File: src/rtl/decoder_n_pipe.sv
// -----------------------------------------------------------------------------
// decoder_n_pipe
//
// Pipelined, parametrised binary-to-vector decoder with a valid/ready
// handshake on both sides. The decode is combinational on the input side.
// The result lands in a registered output stage that is backed by a
// one-entry skid buffer. Both handshake directions are therefore registered
// and the block still sustains one transaction per cycle.
//
// Decode modes (in_mode), with k = in_code:
//   2'b00 one-hot            bit i = (i == k)
//   2'b01 inverted one-hot   bit i = (i != k)
//   2'b10 thermometer-low    bit i = (i <= k)
//   2'b11 thermometer-high   bit i = (i >= k)
// Codes with k >= SIZE decode to all-zero and carry out_err = 1. They are
// still delivered downstream.
//
// Optional feature, selected by the macro DECODER_N_PIPE_ERR_COUNT_EN:
//   defined   -> err_count is a 16-bit saturating count of output transfers
//                that have out_err = 1. Only reset clears it.
//   undefined -> err_count is tied to 16'h0000 and no counter flops exist.
//
// Parameters:
//   SIZE   number of decoded outputs (2..256)
//   ENC_W  encoded input width, derived from SIZE
//
// Ports:
//   clock      in   rising-edge clock
//   reset      in   asynchronous active-high reset
//   in_valid   in   input transaction present
//   in_ready   out  block can accept an input this cycle
//   in_code    in   binary code [ENC_W-1:0]
//   in_mode    in   decode mode [1:0]
//   out_valid  out  decoded result present
//   out_ready  in   downstream accepts the result
//   out_vec    out  decoded vector [SIZE-1:0]
//   out_err    out  code of this result was out of range
//   err_count  out  out-of-range delivery count [15:0]
// -----------------------------------------------------------------------------
module decoder_n_pipe #(
    parameter int SIZE = 8,
    // Bits needed to hold SIZE-1. For SIZE >= 2 this equals ceil(log2(SIZE)).
    localparam int ENC_W = $clog2(SIZE)
) (
    input  logic             clock,
    input  logic             reset,
    input  logic             in_valid,
    output logic             in_ready,
    input  logic [ENC_W-1:0] in_code,
    input  logic [1:0]       in_mode,
    output logic             out_valid,
    input  logic             out_ready,
    output logic [SIZE-1:0]  out_vec,
    output logic             out_err,
    output logic [15:0]      err_count
);

    localparam logic [1:0] ST_EMPTY = 2'b00;
    localparam logic [1:0] ST_FULL  = 2'b01;
    localparam logic [1:0] ST_SKID  = 2'b10;

    // Returns {err, vec} for one code and mode.
    function automatic logic [SIZE:0] decode(input logic [ENC_W-1:0] code,
                                             input logic [1:0]       mode);
        logic [SIZE-1:0] vec;
        logic            err;
        int              k;
        k   = int'(code);
        vec = {SIZE{1'b0}};
        err = 1'b0;
        if (k >= SIZE) begin
            err = 1'b1;
        end else begin
            for (int i = 0; i < SIZE; i++) begin
                case (mode)
                    2'b00:   vec[i] = (i == k);
                    2'b01:   vec[i] = (i != k);
                    2'b10:   vec[i] = (i <= k);
                    2'b11:   vec[i] = (i >= k);
                    default: vec[i] = 1'b0;
                endcase
            end
        end
        return {err, vec};
    endfunction

    logic [1:0]      r_state;
    logic [1:0]      w_state_nxt;
    logic            w_out_valid;
    logic            w_in_ready;
    logic            w_acc;
    logic            w_drn;
    logic [SIZE-1:0] w_dec_vec;
    logic            w_dec_err;
    logic            w_load_dec;
    logic            w_load_skid;
    logic            w_fill_skid;
    logic [SIZE-1:0] r_out_vec;
    logic            r_out_err;
    logic [SIZE-1:0] r_skid_vec;
    logic            r_skid_err;

    // Handshake strobes and the combinational decode ahead of the registers.
    always_comb begin
        w_acc = in_valid && w_in_ready;
        w_drn = w_out_valid && out_ready;
        {w_dec_err, w_dec_vec} = decode(in_code, in_mode);
    end

    // Output stage state register.
    always_ff @(posedge clock or posedge reset) begin
        if (reset) begin
            r_state <= ST_EMPTY;
        end else begin
            r_state <= w_state_nxt;
        end
    end

    // Next-state logic of the output stage.
    always_comb begin
        w_state_nxt = r_state;
        case (r_state)
            ST_EMPTY: begin
                if (w_acc) w_state_nxt = ST_FULL;
                else       w_state_nxt = ST_EMPTY;
            end
            ST_FULL: begin
                if (w_acc && w_drn)  w_state_nxt = ST_FULL;
                else if (w_acc)      w_state_nxt = ST_SKID;
                else if (w_drn)      w_state_nxt = ST_EMPTY;
                else                 w_state_nxt = ST_FULL;
            end
            ST_SKID: begin
                if (w_drn) w_state_nxt = ST_FULL;
                else       w_state_nxt = ST_SKID;
            end
            default: w_state_nxt = ST_EMPTY;
        endcase
    end

    // Handshake outputs depend only on the state register. in_ready has no
    // path from out_ready.
    always_comb begin
        w_out_valid = 1'b0;
        w_in_ready  = 1'b1;
        case (r_state)
            ST_EMPTY: begin
                w_out_valid = 1'b0;
                w_in_ready  = 1'b1;
            end
            ST_FULL: begin
                w_out_valid = 1'b1;
                w_in_ready  = 1'b1;
            end
            ST_SKID: begin
                w_out_valid = 1'b1;
                w_in_ready  = 1'b0;
            end
            default: begin
                w_out_valid = 1'b0;
                w_in_ready  = 1'b1;
            end
        endcase
    end

    // Data-path steering. New data goes straight to the output when it is
    // empty or draining. Otherwise it parks in the skid. A drain in the skid
    // state promotes the parked entry.
    always_comb begin
        w_load_dec  = w_acc && (!w_out_valid || w_drn);
        w_load_skid = (r_state == ST_SKID) && w_drn;
        w_fill_skid = w_acc && w_out_valid && !w_drn;
    end

    // Output register. It holds its value while stalled.
    always_ff @(posedge clock or posedge reset) begin
        if (reset) begin
            r_out_vec <= {SIZE{1'b0}};
            r_out_err <= 1'b0;
        end else if (w_load_dec) begin
            r_out_vec <= w_dec_vec;
            r_out_err <= w_dec_err;
        end else if (w_load_skid) begin
            r_out_vec <= r_skid_vec;
            r_out_err <= r_skid_err;
        end
    end

    // Skid register. It stores an already-decoded entry.
    always_ff @(posedge clock or posedge reset) begin
        if (reset) begin
            r_skid_vec <= {SIZE{1'b0}};
            r_skid_err <= 1'b0;
        end else if (w_fill_skid) begin
            r_skid_vec <= w_dec_vec;
            r_skid_err <= w_dec_err;
        end
    end

`ifdef DECODER_N_PIPE_ERR_COUNT_EN
    logic [15:0] r_err_count;

    // Saturating count of delivered out-of-range transactions.
    always_ff @(posedge clock or posedge reset) begin
        if (reset) begin
            r_err_count <= 16'h0000;
        end else if (w_drn && r_out_err && (r_err_count != 16'hFFFF)) begin
            r_err_count <= r_err_count + 16'h0001;
        end
    end

    assign err_count = r_err_count;
`else
    assign err_count = 16'h0000;
`endif

    assign out_valid = w_out_valid;
    assign in_ready  = w_in_ready;
    assign out_vec   = r_out_vec;
    assign out_err   = r_out_err;

endmodule

File: config.mk
export PLATFORM = sky130hd
export DESIGN_NAME = decoder_n_pipe
export DESIGN_NICKNAME = d
export VERILOG_FILES = /design/src/rtl/decoder_n_pipe.sv
export SDC_FILE = /design/constraint.sdc
export NUM_CORES = 1
export LEC_CHECK = 0
export BUFFER_PORTS_ARGS = -buffer_cell sky130_fd_sc_hd__clkbuf_2
export CAP_MARGIN = 25
export CORE_ASPECT_RATIO = 1.4
export CORE_MARGIN = 8
export CORE_UTILIZATION = 50
export DETAILED_ROUTE_END_ITERATION = 8
export PLACE_DENSITY_LB_ADDON = 0.25
export SETUP_SLACK_MARGIN = 0.15
export SLEW_MARGIN = 25
export SYNTH_ARGS = -nofsm -noshare
export SYNTH_HDL_FRONTEND = slang
export SYNTH_SLANG_ARGS = --single-unit
export TNS_END_PERCENT = 10
File: constraint.sdc
create_clock -name clock -period 2 [get_ports clock]
set_input_delay 0.2 -clock clock [delete_from_list [all_inputs] [get_ports clock]]
set_output_delay 0.2 -clock clock [all_outputs]
set_load 0.03 [all_outputs]
==> key figures <==
STA
  – Final Critical Period: 1.744 ns
  – Final Cycle Share: between 80% and 90%
  – Worst-Margin Slew: 0.6588 ns
  – Final hold vios: 18
  – FMAX: between 500 and 600 MHz
  – Slew headroom: 56.03%
  – RSZ-0062 raised after global routing: true
  – Setup Viol. Count Final: 0
  – Final hold slack: -0.02922 ns
  – Final slew viol count: 0
  – Clk_skew: 0.001413 ns
  – TNS Setup: 0 ns

Synth
  – Post-synth EDFFs: 0
  – Synth warn: 0
  – Main flop type after synthesis: dfrtp_1
  – Synth async-reset ratio: 100.0%
  – Cells after synthesis: between 100 and 150
  – Sequential area share after synthesis: between 30% and 40%
  – Synthesis-stage register bit count: 18
  – Top cells by area, synth: dfrtp_1 35%, buf_4 11%, ha_1 4.9%
  – Mapped cell area: between 0.001 and 0.0015 mm^2
  – Syn avg cell area: 9.007 um^2
  – Synth top area share: a little over a third
  – Cell taking the most area after synthesis: dfrtp_1
  – Netlist cell types: 39

Route
  – Wire per inst: around 13 um
  – DR vias/cell: around 5.2
  – # DRC: 0
  – Total Wirelength: about 2500 um
  – DRT Pass-1 Iters: 4
  – Routed Antenna Nets: 0
  – Vias: roughly 1000
  – Initial DRC count: 29

GRT
  – Initial antenna violation count: 0
  – Gr usage total: 11.78%
  – Largest net degree at the start of global routing: 19
  – GRT overflow: 0
  – First-pass GRT wire length: between 4000 and 5000 um
  – Vias in the first global route: around 1000

Finish
  – Filler Cell Count: roughly 240
  – Layout cell share with drive strength beyond 1: between 20% and 30%
  – NumNets Final: 169
  – Sequential cell area: ~450 um^2
  – Ant. Diodes: 0
  – Area Overhead vs Synth: 3.941%
  – Area of the multi-input gates: just under 700 um^2
  – Most frequent cells in the layout: 18 x clkbuf_2, 18 x dfrtp_1, 17 x conb_1
  – Cell Count, Final, Fillers Out: approximately 190

Flow run
  – Max-cap violation count: 0

Worst setup path
  – Crit path buffers/inverters: 1
  – Worst reg2reg path depth: 6
  – CP max stage cell: dfrtp_1
  – Reg-to-Reg Start: r_state[0]
  – Crit. End Element: flop
  – Crit path kind: reg2reg
  – Critical path's largest stage delay: 0.38 ns
  – Critical path depth in cells: 6
  – Critical path startpoint category: flop
  – Worst Path Arrival: 1.92 ns
  – Worst path cell trace: inv_1, ha_1, nor2b_2, nor2b_1, nor2_1, a221o_1
  – Critical path's top delay family: simple AND/OR/NAND/NOR gates
  – Worst r2r dst: out_vec[4]
  – Req. time, crit path: around 2.2 ns
  – Crit-path max FO: 6
  – Reg-to-reg slack, setup: about 0.26 ns

Floorplanning
  – Cell Rows: 21
  – IO Count: 36
  – Die Area: 0.004432 mm^2
  – CORE AREA: ~0.0024 mm^2
  – Die span in y: approximately 76 um
  – Die Span X: slightly below 60 um
  – Initial Utilization: between 50% and 60%

Clock network
  – Cts bufs inserted: 3
  – Setup Fix Bufs, Post-CTS: 0
  – Clock Path Buffers: 2
  – CTS Hold Buffers Added: 0
  – CTS H-Tree Depth: 1
  – Clock root buffer master: clkbuf_4
  – Clock latency on the worst-skew pair: 0.28 ns
  – Clk slew on worst S/H paths: roughly 0.10 ns
  – CTS tree: yes
  – Post-CTS resize count: 0
  – Clock sink count: 18

Power
  – Static Leak: approximately 0.63 nW
  – Cell area power density: 1355 mW/mm^2
  – VDD IR max: roughly 480 uV

Placed design
  – Placer congestion estimate: between 0.7 and 0.8
  – I/O Buffers: 18
  – Placed Instances: 184
  – DP HPWL: around 2100 um

Hold path
  – Worst hold-check path type: in2async

Status
  – Outcome: complete, but fails checks
  – Failing checks: hold timing
-- how the worst max path moves through the flow --
stage	from	to	slack [ns]
finish	r_state[0]	out_vec[4]	0.26
global route	r_state[0]	r_skid_vec[6]	0.08
CTS	r_state[1]	out_vec[0]	0.17
detailed placement	r_state[1]	out_vec[0]	0.20
global placement	r_state[0]	out_vec[3]	0.27
floorplan	r_state[0]	out_vec[6]	0.17
-- stage by stage --
stage / power, mW / util [%] / hold WS, ns / area (um^2) / setup slack [ns]
after floorplan: 1.383 / - / 0.1386 / 1330 / 0.1745
after global placement: 1.553 / 53.58 / 0.2992 / 1281 / 0.2657
after detailed placement: 1.591 / 53.58 / 0.3215 / 1281 / 0.2027
after CTS: 1.808 / 55.10 / 0.005866 / 1318 / 0.1741
after global routing: 1.943 / 55.21 / 0.04458 / 1320 / 0.08327
final: 1.789 / 55.21 / -0.02922 / 1320 / 0.2562
-- state kept, by name, summed over array words and instances (netlist names) --
register and cells:
out_vec 8, r_skid_vec 8, r_state 2
-- Yosys cell counts (2+ instances only) --
library cell  count
nand2_1          16
and3_1            2
a21oi_1           5
o21ai_0           9
nand2b_1          3
buf_4            19
nor2b_1           4
nor2_1           10
a311oi_1          2
a21boi_2          2
buf_6             2
ha_1              5
mux2_2            5
inv_1             4
mux2i_1           2
nand3_1           4
dfrtp_1          18
nor3_1            3
buf_2             3
a221o_1           4
-- per-layer routing --
layer  part of all wire [%]  GRT usage [%]  routed length, um  vias to the layer above
met5                      0              0                  0                        -
met4                    1.6          6.667                 39                        0
met3                    2.9          1.182                 74                        2
met2                     54          21.89               1345                       18
met1                     42          12.67               1054                      470
li1                       -              -                  -                      484
-- worst reg2reg max path: cells and delay by family (launching register included) --
| kind | cells | cell delay (ns) |
|---|---|---|
| AO/OA/AOI/OAI | 1 | 0.36 |
| adder cells (fa/ha/maj) | 1 | 0.27 |
| buffers and inverters | 1 | 0.07 |
| AND/OR/NAND/NOR | 3 | 0.55 |
| flip-flops | 1 | 0.38 |
-- power breakdown --
part | switching (mW) | internal, mW | total (mW)
registers | 0.0971 | 0.539 | 0.636
logic | 0.603 | 0.333 | 0.936
clock network | 0.106 | 0.111 | 0.217
-- final cells by class --
type | count | share of cell area, %
clock buffer | 4 | 2.749
sequential | 18 | 34.12
timing repair buffer | 19 | 7.393
tap | 34 | 3.223
inverter | 4 | 1.137
multi-input combinational | 109 | 51.37
-- logic make-up after synthesis --
| family | after synthesis | synth area share (%) |
|---|---|---|
| simple gates | 49 | 19.71 |
| compound gates | 30 | 16.85 |
| mux | 7 | 6.010 |
| buf+inv | 30 | 16.06 |
| flops | 18 | 35.47 |
| fa+ha+maj | 5 | 4.926 |
| xor+xnor | 1 | 0.6898 |
| other cells | 1 | 0.2953 |
No activity file was read; power rests on OpenSTA's default activity.
